File: config.mk
export PLATFORM = sky130hd
export DESIGN_NAME = fp_compare_pipe
export DESIGN_NICKNAME = d
export VERILOG_FILES = /design/src/rtl/fp_cmp_pkg.sv /design/src/rtl/fp_compare_pipe_classify.sv /design/src/rtl/fp_compare_pipe.sv
export SDC_FILE = /design/constraint.sdc
export NUM_CORES = 1
export LEC_CHECK = 0
export ABC_AREA = 1
export CORE_MARGIN = 8
export CORE_UTILIZATION = 46
export CTS_BUF_LIST = sky130_fd_sc_hd__clkbuf_4 sky130_fd_sc_hd__clkbuf_8
export DETAILED_ROUTE_END_ITERATION = 12
export PLACE_DENSITY = 0.84
export SYNTH_ARGS = -nofsm -noshare
export SYNTH_HDL_FRONTEND = slang
export SYNTH_SLANG_ARGS = --single-unit
File: constraint.sdc
create_clock -name clk -period 3.7 [get_ports clk]
set_input_delay 0.37 -clock clk [delete_from_list [all_inputs] [get_ports clk]]
set_output_delay 0.37 -clock clk [all_outputs]
set_load 0.1 [all_outputs]
File: src/rtl/fp_cmp_pkg.sv
// Shared encodings for the FloPoCo comparator: exception classes, predicate codes
// and the class-ordering helper used by the compare pipeline.
package fp_cmp_pkg;

    typedef enum logic [1:0] {
        EXC_ZERO   = 2'b00,
        EXC_NORMAL = 2'b01,
        EXC_INF    = 2'b10,
        EXC_NAN    = 2'b11
    } exc_t;

    localparam logic [2:0] OP_GE = 3'd0;
    localparam logic [2:0] OP_GT = 3'd1;
    localparam logic [2:0] OP_LE = 3'd2;
    localparam logic [2:0] OP_LT = 3'd3;
    localparam logic [2:0] OP_EQ = 3'd4;
    localparam logic [2:0] OP_NE = 3'd5;

    // Coarse rank: -inf < -normal < zero < +normal < +inf (NaN handled separately).
    function automatic logic [2:0] class_rank(input exc_t exc, input logic sign);
        logic [2:0] rank;
        case (exc)
            EXC_ZERO:   rank = 3'd2;
            EXC_NORMAL: rank = sign ? 3'd1 : 3'd3;
            EXC_INF:    rank = sign ? 3'd0 : 3'd4;
            default:    rank = 3'd2;
        endcase
        return rank;
    endfunction

endpackage

File: src/rtl/fp_compare_pipe_classify.sv
// Operand field decoder: splits a FloPoCo word into exception class, sign and
// the {exponent, fraction} magnitude used for same-class ordering.
module fp_classify
    import fp_cmp_pkg::*;
#(
    parameter int WE = 11,
    parameter int WF = 14
) (
    input  logic [WE+WF+2:0] x,
    output exc_t             exc,
    output logic             sign,
    output logic [WE+WF-1:0] mag
);

    always_comb begin
        exc  = exc_t'(x[WE+WF+2:WE+WF+1]);
        sign = x[WE+WF];
        mag  = x[WE+WF-1:0];
    end

endmodule

File: src/rtl/fp_compare_pipe.sv
// Two-stage FloPoCo floating-point predicate unit with valid/ready handshaking.
// Optional macro FPCMP_UNORD_FLAG_EN adds the out_unord NaN indicator output.
module fp_compare_pipe
    import fp_cmp_pkg::*;
#(
    parameter int WE = 11,
    parameter int WF = 14
) (
    input  logic             clk,
    input  logic             rst,
    input  logic             in_valid,
    output logic             in_ready,
    input  logic [WE+WF+2:0] in_a,
    input  logic [WE+WF+2:0] in_b,
    input  logic [2:0]       op,
    output logic             out_valid,
    input  logic             out_ready,
`ifdef FPCMP_UNORD_FLAG_EN
    output logic             out_result,
    output logic             out_unord
`else
    output logic             out_result
`endif
);

    exc_t             exc_a, exc_b;
    logic             sign_a, sign_b;
    logic [WE+WF-1:0] mag_a, mag_b;

    fp_classify #(.WE(WE), .WF(WF)) u_class_a (
        .x    (in_a),
        .exc  (exc_a),
        .sign (sign_a),
        .mag  (mag_a)
    );

    fp_classify #(.WE(WE), .WF(WF)) u_class_b (
        .x    (in_b),
        .exc  (exc_b),
        .sign (sign_b),
        .mag  (mag_b)
    );

    // Stage 1: classification and magnitude compares
    logic       s1_valid;
    exc_t       s1_exc_a, s1_exc_b;
    logic       s1_sign_a, s1_sign_b;
    logic       s1_mag_gt, s1_mag_eq;
    logic [2:0] s1_op;

    // Stage 2: predicate outcome
    logic       s2_valid;
    logic       s2_result;
    logic       s2_unord;

    logic       s1_advance;
    logic       s1_load;

    always_comb begin
        s1_advance = s1_valid && (!s2_valid || out_ready);
        in_ready   = !s1_valid || s1_advance;
        s1_load    = in_valid && in_ready;
    end

    always_ff @(posedge clk or posedge rst) begin
        if (rst) begin
            s1_valid  <= 1'b0;
            s1_exc_a  <= EXC_ZERO;
            s1_exc_b  <= EXC_ZERO;
            s1_sign_a <= 1'b0;
            s1_sign_b <= 1'b0;
            s1_mag_gt <= 1'b0;
            s1_mag_eq <= 1'b0;
            s1_op     <= '0;
        end else begin
            if (s1_load) begin
                s1_valid  <= 1'b1;
                s1_exc_a  <= exc_a;
                s1_exc_b  <= exc_b;
                s1_sign_a <= sign_a;
                s1_sign_b <= sign_b;
                s1_mag_gt <= (mag_a > mag_b);
                s1_mag_eq <= (mag_a == mag_b);
                s1_op     <= op;
            end else if (s1_advance) begin
                s1_valid <= 1'b0;
            end
        end
    end

    logic [2:0] rank_a, rank_b;
    logic       unord;
    logic       a_lt, a_eq;
    logic       pred;
    logic       result;

    always_comb begin
        rank_a = class_rank(s1_exc_a, s1_sign_a);
        rank_b = class_rank(s1_exc_b, s1_sign_b);
        unord  = (s1_exc_a == EXC_NAN) || (s1_exc_b == EXC_NAN);

        // Equal rank only needs magnitudes when both are normals of the same sign;
        // for negatives the larger magnitude is the smaller value.
        a_eq = 1'b0;
        a_lt = 1'b0;
        if (rank_a < rank_b) begin
            a_lt = 1'b1;
        end else if (rank_a == rank_b) begin
            if (rank_a == 3'd3) begin
                a_eq = s1_mag_eq;
                a_lt = !s1_mag_gt && !s1_mag_eq;
            end else if (rank_a == 3'd1) begin
                a_eq = s1_mag_eq;
                a_lt = s1_mag_gt;
            end else begin
                a_eq = 1'b1;
            end
        end

        case (s1_op)
            OP_GE:   pred = !a_lt;
            OP_GT:   pred = !a_lt && !a_eq;
            OP_LE:   pred = a_lt || a_eq;
            OP_LT:   pred = a_lt;
            OP_EQ:   pred = a_eq;
            OP_NE:   pred = !a_eq;
            default: pred = 1'b0;
        endcase

        result = unord ? (s1_op == OP_NE) : pred;
    end

    always_ff @(posedge clk or posedge rst) begin
        if (rst) begin
            s2_valid  <= 1'b0;
            s2_result <= 1'b0;
            s2_unord  <= 1'b0;
        end else begin
            if (s1_advance) begin
                s2_valid  <= 1'b1;
                s2_result <= result;
                s2_unord  <= unord;
            end else if (out_ready) begin
                s2_valid <= 1'b0;
            end
        end
    end

    always_comb begin
        out_valid  = s2_valid;
        out_result = s2_result;
    end

`ifdef FPCMP_UNORD_FLAG_EN
    always_comb out_unord = s2_unord;
`else
    logic unused_unord;
    always_comb unused_unord = s2_unord;
`endif

endmodule

=== After elaboration in Yosys (flattened, before gate mapping) ===
Cells that the tools add are included.

* Bits in latches: 0
* Memories kept: 0
* Bits in writable memories: 0
* Bits of input ports: 63
* Output and inout bits: 3
* Bits in read-only memories: 0
* Register bits: 14
* Word-level logic and storage cells: 64

* Bitwise logic cells: 0
* Reductions and logical operators: 17
* Divide/modulo/power cells: 0
* Equality and inequality tests: 15
* Add/sub/neg operators: 0
* Shift-type cells: 0
* Multipliers: 0
* $lt $le $gt $ge: 2
* Multiplexer cells: 20

{| class="wikitable"
|+ Operators by type and width
! cell !! number
|-
| == test 25 bit || 1
|-
| > comparator 25 bit || 1
|-
| two-way mux 1 bit || 13
|-
| case mux 3 bit (2 select lines) || 2
|-
| == test 3 x 2 -> 1 bit (second input constant) || 3
|-
| == test 2 bit (second input constant) || 4
|-
| == test 3 x 1 -> 1 bit (second input constant) || 2
|-
| == test 3 bit (second input constant) || 2
|-
| zero test 1 bit || 6
|-
| two-way mux 3 bit || 2
|-
| case mux 1 bit (6 select lines) || 1
|-
| == test 2 x 1 -> 1 bit (second input constant) || 2
|-
| logical AND 1 bit || 4
|-
| logical OR 1 bit || 4
|-
| two-way mux 2 bit || 2
|-
| nonzero test 2 bit || 2
|-
| == test 3 bit || 1
|-
| zero test 3 bit || 1
|-
| < comparator 3 bit || 1
|}

=== Logic depth before layout (Yosys ltp) ===
* Word-level depth: 11
* Mapped depth: 15
* Mapped depth without buffers: 15

=== Modules after synthesis ===
From an unflattened synthesis, not the netlist that was laid out.

* Cells, all modules: 260
* Area total of the unflattened synthesis: 1874.3 µm²

{| class="wikitable"
|+ By module, submodules not included
! module !! seq. area each (µm²) !! area each (µm²) !! cells an instance !! instances
|-
| fp_compare_pipe || 350.3 || 1453.9 || 204 || 1
|-
| fp_classify || 0.0 || 210.2 || 28 || 2
|}

=== Least setup slack after synthesis ===
OpenSTA, ideal clock, no wires.

* Kind: register to register
* From: register s2_valid (netlist: out_valid)
* To: register s1_op[2]
* Setup time: 0.128 ns
* Slack: 0.826 ns
* Path buffers: 0
* Arrival: 2.747 ns
* Cell stages (with the launch flop): 4
* Period minus slack after synthesis: 2.874 ns
* Required time: 3.572 ns
* Path through: dfrtp_1 > nand3_1 > nand2_2 > mux2_1

* Longest elaborated chain between the ends: 5

{| class="wikitable"
|+ RTL lines
! item !! RTL line !! text
|-
| start, declared || fp_compare_pipe.sv:52 || <nowiki>logic s2_valid;</nowiki>
|-
| start signal, assigned || fp_compare_pipe.sv:135 || <nowiki>s2_valid <= 1'b0;</nowiki>
|-
| start signal, assigned || fp_compare_pipe.sv:140 || <nowiki>s2_valid <= 1'b1;</nowiki>
|-
| start signal, assigned || fp_compare_pipe.sv:144 || <nowiki>s2_valid <= 1'b0;</nowiki>
|-
| zero test 1 bit || fp_compare_pipe.sv:60 || <nowiki>s1_advance = s1_valid && (!s2_valid || out_ready);</nowiki>
|-
| logical OR 1 bit || fp_compare_pipe.sv:60 ||
|-
| logical AND 1 bit || fp_compare_pipe.sv:60 ||
|-
| logical OR 1 bit || fp_compare_pipe.sv:61 || <nowiki>in_ready = !s1_valid || s1_advance;</nowiki>
|-
| net in_ready || fp_compare_pipe.sv:12 || <nowiki>output logic in_ready,</nowiki>
|-
| logical AND 1 bit || fp_compare_pipe.sv:62 || <nowiki>s1_load = in_valid && in_ready;</nowiki>
|-
| end signal, assigned || fp_compare_pipe.sv:84 || <nowiki>s1_op <= op;</nowiki>
|-
| end, declared || fp_compare_pipe.sv:49 || <nowiki>logic [2:0] s1_op;</nowiki>
|}

The timed path passes the listed nets, and every way through them passes these cells.
A chain may end at the register's enable or synchronous reset.

=== Final worst setup path ===
* From: register s2_valid (netlist: out_valid)
* To: output port out_valid

{| class="wikitable"
|+ RTL lines
! item !! RTL line !! text
|-
| end, declared || fp_compare_pipe.sv:16 || <nowiki>output logic out_valid,</nowiki>
|}

No word-level cell between the ends.

==> qor.csv <==
metric,value,unit
Post-synth EDFFs,0,
worst path bufs/invs,1,
Placer Congestion,0.786,
Peak VDD IR,0.126,mV
post-synth cell types,23,
std cell rows,20,
drt via density,4.73,
Post-route DRC,0,
Tcrit/Tclk final,58.0,%
global route overflow,0,
worst-margin pin slew,0.965,ns
M3 GR Usage,3.99,%
M2 GR Usage,26.5,%
max-cap violations,0,
ys async rst share,100,%
Hold WS,0.419,ns
Switching Power,0.261,mW
Synth warnings,0,
critical-path cell list,clkdlybuf4s50_1,
Area growth syn-to-layout,50.3,%
DR iter-0 viols,87,
Critical Path Start Type,flop,
"area leader, netlist",dfrtp_1,
final wirelength,3390,um
Mean Syn Cell Area,7.13,um^2
clock share of power,16.3,%
Slew Limit Headroom,35.5,%
internal power,0.393,mW
"Hold Vio Cnt, Final",0,
global route hottest layer,met2,
"Seq/Total Area, Yosys",24.1,%
Static Leak,1.11,nW
# port buffers,65,
clk sinks,14,
"Slowest-stage cell, CP",clkdlybuf4s50_1,
Sw Ratio,39.9,%
die height,72.2,um
vias in the first global route,1556,
die extent in x,72.2,um
CTS tree,built,
post-synth top area share,24.1,%
status,completed,
"commonest non-fill, non-tap cell in the layout",clkdlybuf4s50_1,
hpwl dp,3070,um
first-pass GRT wire length,6170,um
Final Critical Period,2.15,ns
Hold Buf Count CTS,0,
CTS buffer count,3,
clock transition at the registers of the reported paths,0.08,ns
Main synth FF type,dfrtp_1,
Worst Setup End Kind,output pin,
unrepaired setup endpoints after global routing,false,
largest net degree at the start of global routing,20,
most frequent cells in the layout,"clkdlybuf4s50_1 (64), inv_1 (38), nand2_1 (33), ha_1 (28), a21oi_1 (22)",
Worst-Skew Late Latency,0.27,ns
nets,364,
DRT antenna net count,0,
fmax,466,MHz
initial antenna violation count,0,
Syn Inst Count,204,
top-level I/O count,66,
Placed Area,2150,um^2
Initial Util,48.0,%
top post-synthesis cells by area,"dfrtp_1 (24%), ha_1 (24%), inv_1 (9.8%)",
Max Slew Vio Count,0,
combinational share of power,53.1,%
Worst path top cell family by delay,buffers and inverters,
CP Class,flop to output pin,
Total Routing Usage GR,14.1,%
"slowest stage delay, CP",1.14,ns
post-synthesis net count,295,
CTS Root Buffer Type,clkbuf_4,
TNS Setup,0,ns
Yosys reg bits,14,
HP Class,input pin to async pin,
wire per inst,10.7,um
Arrival @ worst endpoint,1.78,ns
Power Density,299,nW/um^2
pre-CTS setup slack,1.76,ns
postcts setup bufs,0,
register share of total power,30.7,%
met1 usage,14.5,%
Antenna Cells,0,
ratio of cells with drive above 1 in the final layout,5.15,%
post_cts resized,0,
Final Cell Area,2190,um^2
DR vias,1496,
CP required,3.33,ns
CTS max path bufs,2,
crit-path max FO,3,
die area,5220,um^2
final setup vio count,0,
DRT Pass-1 Iters,4,
final setup margin,1.55,ns
core area,3030,um^2
Worst Clk Skew,0.00397,ns
H-tree levels,1,
Mapped Area,1450,um^2
fill count,265,
[metal layers]
layer | routed length (um) | up-vias
met5 | 0 | -
met4 | 59 | 0
met3 | 281 | 7
met2 | 1690 | 47
met1 | 1360 | 637
li1 | - | 805
[final cells by class]
cell class / count / area [um^2] / share of cell area [%]
Timing Repair Buffer: 65 / 648 / 29.7
Sequential cell: 14 / 350 / 16.0
Clock buffer: 4 / 36.3 / 1.66
Tap cell: 44 / 55.1 / 2.52
Multi-Input combinational cell: 146 / 921 / 42.1
Inverter: 43 / 175 / 8.01
[final timing paths]
| kind | from | endpoint | slack (ns) | cells after the start |
|---|---|---|---|---|
| max in group asynchronous | rst | s1_mag_gt | 2.94 | 2 |
| min in group clk | s1_mag_gt | s1_mag_gt | 0.49 | 2 |
| min | rst | s1_sign_a | 0.42 | 2 |
| max reg2reg | s1_exc_a[1] | out_result | 1.86 | 14 |
| min reg2reg | s1_mag_gt | s1_mag_gt | 0.49 | 2 |
| max | out_valid | out_valid | 1.55 | 1 |
[flip-flops by register name, indices dropped and copies added (netlist names)]
signal	cells
out_valid	1
s1_exc_a	2
s1_sign_a	1
out_result	1
s1_op	3
s1_sign_b	1
s1_mag_eq	1
s1_exc_b	2
s1_mag_gt	1
s1_valid	1
[synthesized netlist by cell type (2+ instances only)]
cell type / n
nand4_1: 2
ha_1: 28
a21oi_1: 22
mux2_1: 3
inv_1: 38
nand3_1: 16
inv_2: 4
o21ai_0: 5
nand2_1: 33
nor2_1: 17
nand2_2: 2
nand3b_1: 3
nor3_1: 6
o21ai_1: 3
dfrtp_1: 14
[logic make-up (layout without fill, tap and decap cells)]
logic type,Yosys count,in the layout,share of synthesized area [%]
AOI/OAI and AO/OA,34,34,12.3
DFF,14,14,24.1
muxes,3,3,2.32
adders and majority gates,28,28,24.1
and+or+nand+nor,81,81,24.6
buffers and inverters,44,112,12.6
[power by group through the flow]
stage / Clock [mW] / Combinational, mW / Sequential (mW)
finish: 0.106 / 0.347 / 0.201
detailed placement: 0 / 0.347 / 0.203
global placement: 0 / 0.340 / 0.201
CTS: 0.108 / 0.349 / 0.201
floorplan: 0 / 0.181 / 0.251
global route: 0.115 / 0.389 / 0.204
[metrics by stage]
stage	power, mW	util [%]	cells
after floorplan	0.432	-	204
after global placement	0.542	71.0	312
after detailed placement	0.551	71.0	312
after CTS	0.658	72.2	316
after global routing	0.709	72.2	316
final	0.655	72.2	316
Power figures use the tool's default switching activity.
